--- config.mk ---
export PLATFORM = sky130hd
export DESIGN_NAME = store_datapath
export DESIGN_NICKNAME = d
export VERILOG_FILES = /design/src/rtl/store_datapath.sv
export SDC_FILE = /design/constraint.sdc
export NUM_CORES = 2
export LEC_CHECK = 0
export CAP_MARGIN = 20
export CELL_PAD_IN_SITES_DETAIL_PLACEMENT = 0
export CELL_PAD_IN_SITES_GLOBAL_PLACEMENT = 1
export CORE_AREA = 5 5 568 570
export CTS_BUF_LIST = sky130_fd_sc_hd__clkbuf_16
export DETAILED_ROUTE_END_ITERATION = 10
export DIE_AREA = 0 0 573 575
export PLACE_DENSITY = 0.51
export SLEW_MARGIN = 20
export SYNTH_ARGS = -nofsm -noshare
export SYNTH_HDL_FRONTEND = slang
export SYNTH_SLANG_ARGS = --single-unit
--- constraint.sdc ---
create_clock -name clk -period 2.8 [get_ports clk]
set_input_delay 0.42 -clock clk [delete_from_list [all_inputs] [get_ports clk]]
set_output_delay 0.42 -clock clk [all_outputs]
set_load 0.05 [all_outputs]
--- src/rtl/store_datapath.sv ---
// Squeeze-side output stage: unloads Keccak rate blocks as W-bit big-endian words.
// Optional data_out_keep port is enabled with `define SHAKE_OUT_KEEP_EN.
package keccak_pkg;
    localparam int          w                 = 64;
    localparam int          RATE_SHAKE128     = 1344;
    localparam logic [1:0]  SHAKE128_MODE_VEC = 2'b10;
    localparam logic [1:0]  SHAKE256_MODE_VEC = 2'b11;
endpackage

// Purpose: PISO word unloader between the Keccak squeeze and a valid/ready sink.
// Latency: first word one cycle after block capture, then one word per accepted cycle.
// Backpressure: outputs hold while data_out_ready=0; a new block is requested only via state_ready.
module store_datapath
    import keccak_pkg::*;
#(
    parameter int W    = keccak_pkg::w,
    parameter int RATE = keccak_pkg::RATE_SHAKE128
) (
    input  logic            clk,
    input  logic            rst,
    input  logic            start,
    input  logic [31:0]     output_size,
    input  logic [1:0]      operation_mode,
    input  logic            state_valid,
    input  logic [RATE-1:0] state_in,
    output logic            state_ready,
    output logic [W-1:0]    data_out,
    output logic            data_out_valid,
    input  logic            data_out_ready,
    output logic            last_out,
    output logic            busy,
    output logic            done
`ifdef SHAKE_OUT_KEEP_EN
    ,
    output logic [W/8-1:0]  data_out_keep
`endif
);

    localparam int          BPW   = W / 8;
    localparam logic [28:0] BPW29 = 29'(BPW);

    typedef enum logic [1:0] {IDLE, WAIT_BLOCK, SHIFT} state_t;

    state_t          state_q;
    logic [RATE-1:0] piso_q;
    logic [4:0]      cnt_q;
    logic [28:0]     rem_q;
    logic [1:0]      mode_q;
    logic            done_q;

    logic [RATE-1:0] piso_d;
    logic [4:0]      cnt_d;
    logic [28:0]     rem_d;
    logic [4:0]      depth_m1;
    logic            last_w;
    logic            is_shift;
    logic [W-1:0]    swapped;
    logic [W-1:0]    masked;
    logic [BPW-1:0]  keep;
    logic            unused_size_bits;

    assign unused_size_bits = ^output_size[2:0];

    always_comb begin
        case (mode_q)
            SHAKE256_MODE_VEC: depth_m1 = 5'd16;
            SHAKE128_MODE_VEC: depth_m1 = 5'd20;
            default:           depth_m1 = 5'd20;
        endcase
    end

    assign is_shift = (state_q == SHIFT);
    assign last_w   = (rem_q <= BPW29);
    assign rem_d    = (rem_q > BPW29) ? (rem_q - BPW29) : '0;
    assign cnt_d    = cnt_q + 5'd1;
    assign piso_d   = piso_q >> W;

    // Byte j counted from the MSB is kept while j is below the remaining byte count.
    always_comb begin
        swapped = '0;
        masked  = '0;
        keep    = '0;
        for (int b = 0; b < BPW; b++) begin
            swapped[8*b +: 8] = piso_q[W-8-8*b +: 8];
        end
        for (int j = 0; j < BPW; j++) begin
            keep[BPW-1-j]           = (29'(j) < rem_q);
            masked[W-8-8*j +: 8]    = swapped[W-8-8*j +: 8] & {8{keep[BPW-1-j]}};
        end
    end

    assign state_ready    = (state_q == WAIT_BLOCK);
    assign data_out_valid = is_shift;
    assign data_out       = is_shift ? masked : '0;
    assign last_out       = is_shift & last_w;
    assign busy           = (state_q != IDLE);
    assign done           = done_q;
`ifdef SHAKE_OUT_KEEP_EN
    assign data_out_keep  = is_shift ? keep : '0;
`endif

    always_ff @(posedge clk) begin
        if (!rst) begin
            state_q <= IDLE;
            piso_q  <= '0;
            cnt_q   <= '0;
            rem_q   <= '0;
            mode_q  <= '0;
            done_q  <= 1'b0;
        end else begin
            done_q <= 1'b0;
            case (state_q)
                IDLE: begin
                    if (start) begin
                        if (output_size[31:3] != '0) begin
                            rem_q   <= output_size[31:3];
                            mode_q  <= operation_mode;
                            state_q <= WAIT_BLOCK;
                        end else begin
                            done_q  <= 1'b1;
                        end
                    end
                end
                WAIT_BLOCK: begin
                    if (state_valid) begin
                        piso_q  <= state_in;
                        cnt_q   <= '0;
                        state_q <= SHIFT;
                    end
                end
                SHIFT: begin
                    if (data_out_ready) begin
                        rem_q  <= rem_d;
                        cnt_q  <= cnt_d;
                        piso_q <= piso_d;
                        if (last_w) begin
                            state_q <= IDLE;
                            done_q  <= 1'b1;
                        end else if (cnt_q == depth_m1) begin
                            state_q <= WAIT_BLOCK;
                        end
                    end
                end
                default: state_q <= IDLE;
            endcase
        end
    end

endmodule

Word-level counts from Yosys, hierarchy flattened
Index checks and enable logic that the tools add are counted.
{ "word_totals": {"reg_bits": 1383, "inputBits": 1383, "output_inout_bits": 69, "wordCells": 70} }
{ "classes": {"add_sub_neg": 2, "order_cmp": 10, "n_eq_ne": 9, "mux": 25, "bitwise_logic": 9, "reduce_logical": 9} }
{ "op_table": {"columns": ["operator", "count"], "rows": [
  ["$mux 1344", 2],
  ["$pmux 1344 s2", 1],
  ["$lt 3x29->1 const A", 4],
  ["$mux 29", 4],
  ["$and 8x8->8", 8],
  ["$mux 64", 1],
  ["$lt 1x29->1 const A", 2],
  ["$lt 2x29->1 const A", 2],
  ["$pmux 29 s2", 1],
  ["$gt 29x4->1 const B", 1],
  ["$le 29x4->1 const B", 1],
  ["$reduce_bool 29->1", 1],
  ["$sub 29x4->29 const B", 1],
  ["$mux 2", 6],
  ["$mux 5", 2],
  ["$pmux 5 s2", 1],
  ["$ne 2x2->1 const B", 4],
  ["$pmux 2 s3", 1],
  ["$reduce_and 3->1", 2],
  ["$reduce_bool 2->1", 3],
  ["$add 5x1->5 const B", 1],
  ["$eq 5x5->1", 1],
  ["$reduce_and 5->1", 1],
  ["$eq 2x2->1 const B", 2],
  ["other kinds (8)", 11]
]} }

Longest topological paths before layout
{ "logic_depth": {"ltp_word": 7, "depth_mapped": 9, "ltp_nobuf": 8} }

Worst setup path after synthesis
Ideal clock, no wire load.
{ "synth_path": {"path_type": "flip-flop to output port", "start": "reg rem_q[9]", "end": "out last_out", "t_arrival_ns": 1.997, "required_ns": 2.380, "path_slack_ns": 0.383, "path_stages_with_launch": 5, "path_buffers": 0, "cell_sequence": "dfxtp_1 > nor4_2 > nand4_2 > a211o_1 > nor2_1"} }
{ "synth_via": {"elab_chain_len": 2} }
{ "synth_lines": {"columns": ["item", "line", "text"], "rows": [
  ["from (decl)", "47", "logic [28:0] rem_q;"],
  ["from (signal assigned)", "116", "rem_q <= output_size[31:3];"],
  ["from (signal assigned)", "133", "rem_q <= rem_d;"],
  ["$le 29x4->1", "73", "assign last_w = (rem_q <= BPW29);"],
  ["$and 1x1->1", "95", "assign last_out = is_shift & last_w;"],
  ["to (decl)", "30", "output logic last_out,"]
]} }
No other way between the ends.

Final worst setup path
{ "layout_path": {"start": "reg rem_q[28]", "end": "out data_out[4]"} }
{ "layout_via": {"elab_chain_len": 3} }
{ "layout_lines": {"columns": ["item", "line", "text"], "rows": [
  ["$lt 3x29->1", "87", "keep[BPW-1-j] = (29'(j) < rem_q);"],
  ["$and 8x8->8", "88", "masked[W-8-8*j +: 8] = swapped[W-8-8*j +: 8] & {8{keep[BPW-1-j]}};"],
  ["$mux 64", "94", "assign data_out = is_shift ? masked : '0;"],
  ["to (decl)", "27", "output logic [W-1:0] data_out,"]
]} }
No other way between the ends.

==> flow_metrics.env <==
export IMPL_status="finished, violations left"
export IMPL_violations="negative setup slack"
export IMPL_ys_warn_count=0
export IMPL_cp_end_kind="output port"
export IMPL_dr_first_iter_drc_count=4527
export IMPL_layout_min_cycle_time_ps=3160
export IMPL_ff2ff_path_depth=9
export IMPL_ir_worst_vdd_uv=468
export IMPL_root_buffer="clkbuf_16"
export IMPL_rows=207
export IMPL_setup_viol=65
export IMPL_die_y_um=575
export IMPL_tightest_slew_ps=914
export IMPL_hp_class="in -> reg"
export IMPL_drc=0
export IMPL_r2r_start="rem_q[3]"
export IMPL_placed_cells=12900
export IMPL_holdBufCountCts=0
export IMPL_grt_ovfl_total=0
export IMPL_area_growth_pct=44.9
export IMPL_yosysUniqueCellTypes=66
export IMPL_synth_edf_count=0
export IMPL_core_area_mm2=0.317
export IMPL_power_leakage_nw=30.4
export IMPL_cts_max_level=4
export IMPL_ant_nets=0
export IMPL_cp_data_arrival_time_ps=2740
export IMPL_finalCritPeriodShare=1.13
export IMPL_hold_viol_final=0
export IMPL_antenna_found_initial=284
export IMPL_avgSynthCellArea_um2=7.65
export IMPL_fin_skew_ps=73.2
export IMPL_slew_viol_final=0
export IMPL_rr_endpoint="rem_q[25]"
export IMPL_cts_buffers_inserted=180
export IMPL_tns_ps=-19280
export IMPL_startpoint="rem_q[28]"
export IMPL_start_util=0.187
export IMPL_first_pass_iters=7
export IMPL_relSlewSlack=0.391
export IMPL_final_common_cell="nand2_1"
export IMPL_dp_hpwl_um=285000
export IMPL_grt_first_pass_wirelength_um=488000
export IMPL_cts_tree="done"
export IMPL_clockBufferDepth=4
export IMPL_setup_worst_path_end="data_out[4]"
export IMPL_track_usage=0.205
export IMPL_crit_required_ps=2380
export IMPL_timing_max_cap_violations=0
export IMPL_via_per_inst=4.65
export IMPL_syn_nets=9124
export IMPL_final_cell_mix="2611 x nand2_1, 1380 x clkdlybuf4s50_1, 1378 x dfxtp_1"
export IMPL_p_per_area_mw_per_mm2=639
export IMPL_fin_nets=10300
export IMPL_syn_inst=7737
export IMPL_ys_seq_elements=1383
export IMPL_instances_no_fill=13300
export IMPL_grt_pass1_vias=61000
export IMPL_crit_path_start_kind="flop"
export IMPL_fmax_mhz=316
export IMPL_async_reset_ff_frac=0
export IMPL_yosysSeqAreaShare=0.468
export IMPL_r2r_slack_ps=280
export IMPL_crit_type="reg -> out"
export IMPL_crit_path_max_fanout=8
export IMPL_insertion_delay_ps=870
export IMPL_synthFlopType="dfxtp_1"
export IMPL_rsz0062_at_grt="yes"
export IMPL_num_vias=61900
export IMPL_grt_max_degree=126
export IMPL_wirelength_um=358000
export IMPL_hold_slack_ps=122
export IMPL_clock_sinks=1383
export IMPL_place_gp_congestion=0.861
export IMPL_syn_cell_area_mm2=0.0592
export IMPL_fin_ws_ps=-362
export IMPL_io_pins=1452
export IMPL_io_buffer_count=1448
export IMPL_drive_above_1_share=0.0778
export IMPL_fp_dieW_um=573
export IMPL_dieArea_mm2=0.329
export IMPL_post_drt_wl_per_cell_um=26.9
export IMPL_num_fill_cells=34800
export IMPL_path_clk_slew_ps=60
==> state kept, by name (all words and copies together) (netlist names) <==
signal and count:
piso_q 1344, done 1, rem_q 29, state_q 2, mode_q 2, cnt_q 5
==> Yosys cell counts (3+ instances only) <==
master | number | share of area
o31a_1 | 4 | 0.00059
nor4_1 | 12 | 0.0013
xor2_1 | 4 | 0.00059
nand2b_1 | 4 | 0.00042
clkbuf_1 | 531 | 0.034
nand3_1 | 7 | 0.00059
and3_1 | 4 | 0.00042
o31ai_1 | 5 | 0.00063
o21ai_2 | 3 | 0.00044
o21ai_1 | 11 | 0.00093
buf_1 | 53 | 0.0034
buf_2 | 161 | 0.014
o22ai_1 | 7 | 0.00074
a211oi_1 | 4 | 0.00051
inv_1 | 9 | 0.00057
o21ai_0 | 6 | 0.00051
dfxtp_1 | 1383 | 0.47
a22oi_1 | 69 | 0.0087
nor4_2 | 4 | 0.00085
ha_1 | 4 | 0.00085
a311oi_1 | 1280 | 0.19
and2_1 | 66 | 0.0070
a21oi_1 | 32 | 0.0027
nand4_1 | 7 | 0.00074
nor3_1 | 14 | 0.0012
or3_1 | 7 | 0.00074
nand2_1 | 2613 | 0.17
o41ai_1 | 5 | 0.00074
nor2_1 | 1377 | 0.087
a31oi_1 | 5 | 0.00053
==> worst max-delay path, cell delays in order (launching register included) <==
cell,delay [ps]
dfxtp_2,340
nor4_4,320
nand4b_4,190
buf_4,190
nor3_4,200
buf_6,180
buf_6,110
nor2_4,70
and2_4,190
buf_12,140
==> layer usage <==
layer  part of all wire  GRT usage  wire (µm)  vias up
met5             0.0029          0       1050        -
met4              0.034     0.0630      12100      168
met3              0.072     0.0606      25800      672
met2               0.49      0.361     175000     1984
met1               0.40      0.239     144000    29500
li1                   -          -          -    29600
==> stage by stage <==
stage | utilization | setup slack [ps] | area, µm² | total power, W
after floorplan | - | 383 | 59200 | 0.0279
after global placement | 0.251 | -104 | 79400 | 0.0331
after detailed placement | 0.251 | -44.3 | 79400 | 0.0332
after CTS | 0.270 | -519 | 85500 | 0.0557
after global routing | 0.270 | -525 | 85700 | 0.0575
final | 0.271 | -362 | 85800 | 0.0548
==> logic make-up after synthesis <==
| group | count (synthesis) | share of synthesized area |
|---|---|---|
| xor gates and xnor gates | 5 | 0.000739 |
| adders and majority gates | 4 | 0.000845 |
| AOI/OAI and AO/OA | 1451 | 0.210 |
| buffers and inverters | 759 | 0.0519 |
| and+or+nand+nor | 4133 | 0.269 |
| muxes | 2 | 0.000338 |
| DFF | 1383 | 0.468 |
==> where the power goes <==
group	switching, W	leakage (nW)	internal [W]
Combinational	0.00527	16.3	0.00447
Clock	0.00974	2.80	0.0123
Sequential	0.00144	11.3	0.0216
Total	0.0164	30.4	0.0384
==> how the worst min path moves through the flow <==
stage                         startpoint           end  slack (ps)  cells after the start
after floorplan                 rem_q[8]      rem_q[8]         450                      2
after global placement       piso_q[518]   piso_q[454]         460                      2
after detailed placement     piso_q[164]   piso_q[100]         470                      2
after CTS                 state_in[1106]  piso_q[1106]          30                      3
after global routing       state_in[284]   piso_q[284]          70                      3
final                     state_in[1119]  piso_q[1119]         120                      3
==> final cells by class <==
cell class | count | area, µm² | share of cell area
antenna | 90 | 225 | 0.00262
clock buffer | 182 | 4550 | 0.0531
clock inverter | 132 | 836 | 0.00974
inverter | 10 | 61.3 | 0.000715
multi-input combinational | 5595 | 28800 | 0.336
sequential | 1383 | 27700 | 0.323
tap | 4180 | 5230 | 0.0610
timing repair buffer | 1757 | 18400 | 0.214
==> timing repair <==
item	in CTS	in global routing
endpoints found under the setup margin	68	66
cloned	0	1
resized for setup	179	23
endpoints found under the hold margin	0	0
pin swaps	40	12
setup buffers	13	7
(Power assumes the default switching activity.)
